File: config.mk
export PLATFORM = sky130hd
export DESIGN_NAME = pipe_stage_buf
export DESIGN_NICKNAME = d
export VERILOG_FILES = /design/src/rtl/pipe_stage_buf.sv
export SDC_FILE = /design/constraint.sdc
export NUM_CORES = 1
export LEC_CHECK = 0
export BUFFER_PORTS_ARGS = -buffer_cell sky130_fd_sc_hd__buf_2
export CAP_MARGIN = 20
export CORE_MARGIN = 2
export CORE_UTILIZATION = 59
export DETAILED_ROUTE_END_ITERATION = 16
export GPL_TIMING_DRIVEN = 0
export PLACE_DENSITY = 0.95
export REMOVE_ABC_BUFFERS = 1
export SYNTH_ARGS = -nofsm -noshare
export SYNTH_HDL_FRONTEND = slang
export SYNTH_SLANG_ARGS = --single-unit
File: constraint.sdc
create_clock -name clk -period 19.05 [get_ports clk]
set_clock_uncertainty 0.15 [all_clocks]
set_input_delay 3.81 -clock clk [delete_from_list [all_inputs] [get_ports clk]]
set_output_delay 3.81 -clock clk [all_outputs]
set_load 0.02 [all_outputs]
File: src/rtl/pipe_stage_buf.sv
// pipe_stage_buf: reusable inter-stage pipeline register.
// Carries NUM_CH opaque channels of DATA_W bits behind a valid/ready handshake.
// A two-entry (main + skid) buffer keeps in_ready a pure register, so a
// downstream stall never reaches upstream combinationally. flush empties the
// stage and inserts a bubble. A saturating counter records output stall cycles.
module pipe_stage_buf #(
  parameter int unsigned DATA_W      = 32,
  parameter int unsigned NUM_CH      = 4,
  parameter int unsigned STALL_CNT_W = 16
) (
  input  logic                     clk,
  input  logic                     reset,
  input  logic                     in_valid,
  output logic                     in_ready,
  input  logic [NUM_CH*DATA_W-1:0] in_data,
  output logic                     out_valid,
  input  logic                     out_ready,
  output logic [NUM_CH*DATA_W-1:0] out_data,
  input  logic                     flush,
  output logic [STALL_CNT_W-1:0]   stall_cnt
);

  localparam int unsigned W = NUM_CH * DATA_W;
  localparam logic [STALL_CNT_W-1:0] CNT_ONE = STALL_CNT_W'(1);
  localparam logic [STALL_CNT_W-1:0] CNT_MAX = {STALL_CNT_W{1'b1}};

  typedef enum logic [1:0] {
    ST_EMPTY = 2'd0,
    ST_FULL  = 2'd1,
    ST_SKID  = 2'd2
  } state_e;

  state_e                 state_q, state_d;
  logic [W-1:0]           main_q, main_d;
  logic [W-1:0]           skid_q, skid_d;
  logic                   in_ready_q, in_ready_d;
  logic                   out_valid_q, out_valid_d;
  logic [STALL_CNT_W-1:0] stall_q, stall_d;
  logic                   accept_s;
  logic                   take_s;

  assign accept_s = in_valid & in_ready_q;
  assign take_s   = out_valid_q & out_ready;

  // Next-state and storage update; flush overrides every handshake.
  always_comb begin
    state_d = state_q;
    main_d  = main_q;
    skid_d  = skid_q;
    if (flush) begin
      state_d = ST_EMPTY;
      main_d  = '0;
      skid_d  = '0;
    end else begin
      case (state_q)
        ST_EMPTY: begin
          if (accept_s) begin
            state_d = ST_FULL;
            main_d  = in_data;
          end else begin
            state_d = ST_EMPTY;
          end
        end
        ST_FULL: begin
          if (accept_s && take_s) begin
            main_d = in_data;
          end else if (accept_s) begin
            skid_d  = in_data;
            state_d = ST_SKID;
          end else if (take_s) begin
            // Zeroing main keeps out_data a NOP while the stage is empty.
            main_d  = '0;
            state_d = ST_EMPTY;
          end else begin
            state_d = ST_FULL;
          end
        end
        ST_SKID: begin
          // in_ready is low here, so only the older skid word can move up.
          if (take_s) begin
            main_d  = skid_q;
            skid_d  = '0;
            state_d = ST_FULL;
          end else begin
            state_d = ST_SKID;
          end
        end
        default: begin
          state_d = ST_EMPTY;
          main_d  = '0;
          skid_d  = '0;
        end
      endcase
    end
  end

  // Handshake flags are decoded from the next state so they can be registered.
  always_comb begin
    out_valid_d = (state_d != ST_EMPTY);
    in_ready_d  = (state_d != ST_SKID);
  end

  // Saturating count of cycles where a valid word is held back by downstream.
  always_comb begin
    if (out_valid_q && !out_ready && (stall_q != CNT_MAX)) begin
      stall_d = stall_q + CNT_ONE;
    end else begin
      stall_d = stall_q;
    end
  end

  // State, storage and output registers with asynchronous clear.
  always_ff @(posedge clk or posedge reset) begin
    if (reset) begin
      state_q     <= ST_EMPTY;
      main_q      <= '0;
      skid_q      <= '0;
      in_ready_q  <= 1'b1;
      out_valid_q <= 1'b0;
      stall_q     <= '0;
    end else begin
      state_q     <= state_d;
      main_q      <= main_d;
      skid_q      <= skid_d;
      in_ready_q  <= in_ready_d;
      out_valid_q <= out_valid_d;
      stall_q     <= stall_d;
    end
  end

  assign in_ready  = in_ready_q;
  assign out_valid = out_valid_q;
  assign out_data  = main_q;
  assign stall_cnt = stall_q;

endmodule

==> metrics list <==
- Result of the run: complete, no violations
- Total length of routed wires: 34.0 mm
* Part of the Yosys area used for sequential elements: 53.8%
- The netlist uses 46 different library cells.
- Of the total synthesized cell area, the portion taken by full adders, half adders and majority gates is 0.0974%.
- Pin placement for this block handled 279 I/O pins.
- Final GP Congestion: 0.795
- Maximum number of pins on one net before global-route repair: 131
- At the pin with the least slew margin, the transition time is 1.03 ns.
- Chip height: 152 um
* Parity-gate share of the synthesized area counting xor and xnor cells: 0.818%
* Count of final max-slew check failures: 0
- Dominant combinational cell family by area after synthesis: compound AO/OA/AOI/OAI gates
- Final period utilization: 28.9%
- Source-to-sink clock delay at the later pin of the worst-skew pair: 0.54 ns
- For this run, the post-layout net count is 1512.
- Along the worst path, the maximum fanout reaches 24.
- Path depth of the worst reg2reg path: 7
- Synthesized-area fraction occupied by ao, oa, aoi and oai cells: 18.0%
* Number of maximum-capacitance violations: 0
* Layout area overhead: 21.5%
- Slowest stage cell on the critical path: o21bai_4
- Met2 track utilization from global routing: 50.9%
* Worst min-delay path class: flip-flop to flip-flop
- In the synthesized netlist, mux cells make up 11.9% of the area.
- Via count normalized by instance count: 6.02
- The average instance in the mapped netlist occupies 11.4 um^2.
* Critical path startpoint category: input port
- After clock tree synthesis, the setup repair step added 0 buffers.
* Overall routing resource usage: 29.3%
* Final Hold Violating Endpoints: 0
- Slew HR: 31.0%
- The worst hold path begins at out_data[91].
- Starting density of the core: 60.5%
- Site row count: 53
- The final route contains 10094 vias.
* Top FF cell, synth: dfrtp_1
- Maximum number of buffers from clock root to sink: 3
- RSZ-0062 raised after global routing: false
- Most numerous cell on the critical path: buf_12
- Cell area after synthesis: 12800 um^2
- In this run the worst setup path begins at out_ready.
* Fraction of met3 tracks used by global routing: 6.83%
* Detail Route Antenna Nets: 0
* Overall die width: 152 um
- Synth Register Bits: 276
- CTS placed an instance of clkbuf_16 at the clock tree root.
* Number of flops mapped to enable cells by yosys: 0
- The HPWL after detailed placement is 22.2 mm.
- STA classifies the critical path endpoint as a flip-flop.
* CTS tree: built
- The first global-routing pass estimated 53.7 mm of wire.
- Ranked by total cell area, the synthesized netlist is headed by dfrtp_1, mux2i_1, o2bb2ai_1, a22oi_1, nand2_1.
- Number of I/O port buffers: 278
- Of the total synthesized cell area, the portion taken by AND, OR, NAND and NOR gates is 6.54%.
- Share of the synthesized area in the top cell type: 53.6%
- The core region is 21200 um^2.
- Gates resized, CTS repair: 0
- Clock tree synthesis found a total of 276 sinks.
- The die covers 23000 um^2.
* Synthesized instance count: 1131
* Biggest cell delay along the critical path: 0.58 ns
- Worst-case setup margin in the final layout: 13.55 ns
* Sum of internal, switching and leakage power: 1690 uW
- By instance count, the leading cell after synthesis is dfrtp_1.
- Minimum clock period: 5.50 ns
* Post-synth top cells: dfrtp_1, mux2i_1, nand2_1
- Cells with a size suffix above 1 make up 27.6% of the layout.
* Async set or reset register ratio after synthesis: 100%
* Crit Path Category: input port to flip-flop
- First-pass detailed-route iteration total: 5
- Critical R2R Launch: state_q[1]
- The critical path ends at skid_q[24].
- Setup violations remaining at the end of the flow were counted as 0.
* Maximum level of the CTS H-tree: 1
* Drt wl/cell: 20.2 um
- Iteration-0 DRC count of the detailed router: 617
* Fill cell count: 1341
* Leakage: 0.00781 uW
- Clock slew at the register clock pins of the worst setup and hold paths: 0.06 ns
- Total of warnings raised by yosys: 0
- Cell-by-cell trace of the critical path: buf_2 -> nand2_1 -> a31oi_1 -> o21bai_4 -> buf_12 -> buf_12 -> buf_16 -> mux2i_1
- Sum of negative setup slack: 0 ns
- For this run, design rule violations remaining after detail routing come to 0.
- Data on the critical path is required at its endpoint by 19.35 ns.
- Largest area contributor in the synthesized netlist: dfrtp_1
- Via count of the first global-routing pass: 10628
* Max Freq: 182 MHz
* Most crowded layer after global routing: met2
* Global Route met1 Usage: 36.0%
- The initial antenna violation count was 5.
- Power spread over the standard cell area amounts to 108 nW/um^2.
- The worst register-to-register path has a setup slack of 15.80 ns.
- Post-Place Worst Slack: 13.03 ns
* Critical R2R Capture: out_data[57]
- Total grt overflow: 0
* Maximum vdd ir drop: 0.0779 mV
- Arrival @ worst endpoint: 5.80 ns
* Count of hold buffers inserted by post-cts repair: 0
- Inserted Clock Buffers: 29
==> kinds of logic after synthesis <==
group	count (synthesis)
AO/OA/AOI/OAI	278
XOR/XNOR	12
adder cells (fa/ha/maj)	1
buffers and inverters	219
flip-flops	276
multiplexers	152
AND/OR/NAND/NOR	193
==> per-layer routing <==
layer,wire length (um),vias to the layer above
met2,17000,475
met4,1010,4
li1,-,4456
met1,13200,5069
met3,2820,90
met5,27,-
==> critical path, delay by kind of cell <==
family	cells	cell delay [ns]
multiplexers	1	0.22
buffers and inverters	4	0.87
AO/OA/AOI/OAI	2	0.73
AND/OR/NAND/NOR	1	0.13
==> where the power goes <==
group          internal [uW]  switching, uW
Sequential               648           47.8
Combinational            151            249
Clock                    357            233
Total                   1160            530
==> state kept, by name, indices dropped and copies added (netlist names) <==
register	count
out_data	128
skid_q	128
stall_cnt	16
state_q	2
in_ready	1
out_valid	1
==> through the flow <==
| stage | hold slack (ns) | instance area [um^2] | utilization [%] | std cells |
|---|---|---|---|---|
| floorplan | 0.344 | 12200 | - | 1043 |
| global placement | 0.315 | 13900 | 65.6 | 1596 |
| detailed placement | 0.318 | 14600 | 68.6 | 1621 |
| CTS | 0.337 | 15600 | 73.3 | 1674 |
| global route | 0.349 | 15600 | 73.5 | 1678 |
| finish | 0.333 | 15600 | 73.5 | 1678 |
==> worst min-delay path by stage <==
stage                    to  slack, ns  cells past startpoint
6_report       out_data[91]       0.33                      1
5_1_grt        out_data[95]       0.35                      1
4_1_cts        out_data[91]       0.34                      1
3_5_place_dp   out_data[91]       0.32                      1
3_3_place_gp   out_data[53]       0.32                      1
2_1_floorplan   skid_q[102]       0.34                      2
==> cells in the final DEF (no fill, tap or decap), types with 3 or more instances in the layout <==
cell type,netlist,layout
clkbuf_16,0,29
xnor2_1,5,5
xor2_1,7,7
buf_2,41,278
a22oi_1,106,106
dfrtp_1,275,275
clkbuf_1,21,5
diode_2,0,3
nand2_1,135,135
a21oi_1,26,26
clkbuf_8,0,6
o2bb2ai_2,20,20
mux2i_1,150,150
buf_16,0,13
bufinv_16,0,4
nor2_1,29,27
buf_12,13,12
inv_1,131,130
nand3_1,6,6
o2bb2ai_1,108,108
clkinv_2,0,7
nand4_1,3,3
o21ai_1,3,3
a31oi_1,4,4
==> cell type report <==
| cell class | instances | area, um^2 | area share (%) |
|---|---|---|---|
| inverters | 131 | 499 | 3.20 |
| diodes | 3 | 7.51 | 0.0481 |
| repair buffers | 304 | 2000 | 12.8 |
| flip-flops and latches | 276 | 6910 | 44.3 |
| multi-input cells | 636 | 4840 | 31.0 |
| clock inverters | 13 | 173 | 1.11 |
| clock buffers | 40 | 827 | 5.30 |
| well taps | 275 | 344 | 2.21 |
No activity file was read; power rests on OpenSTA's default activity.
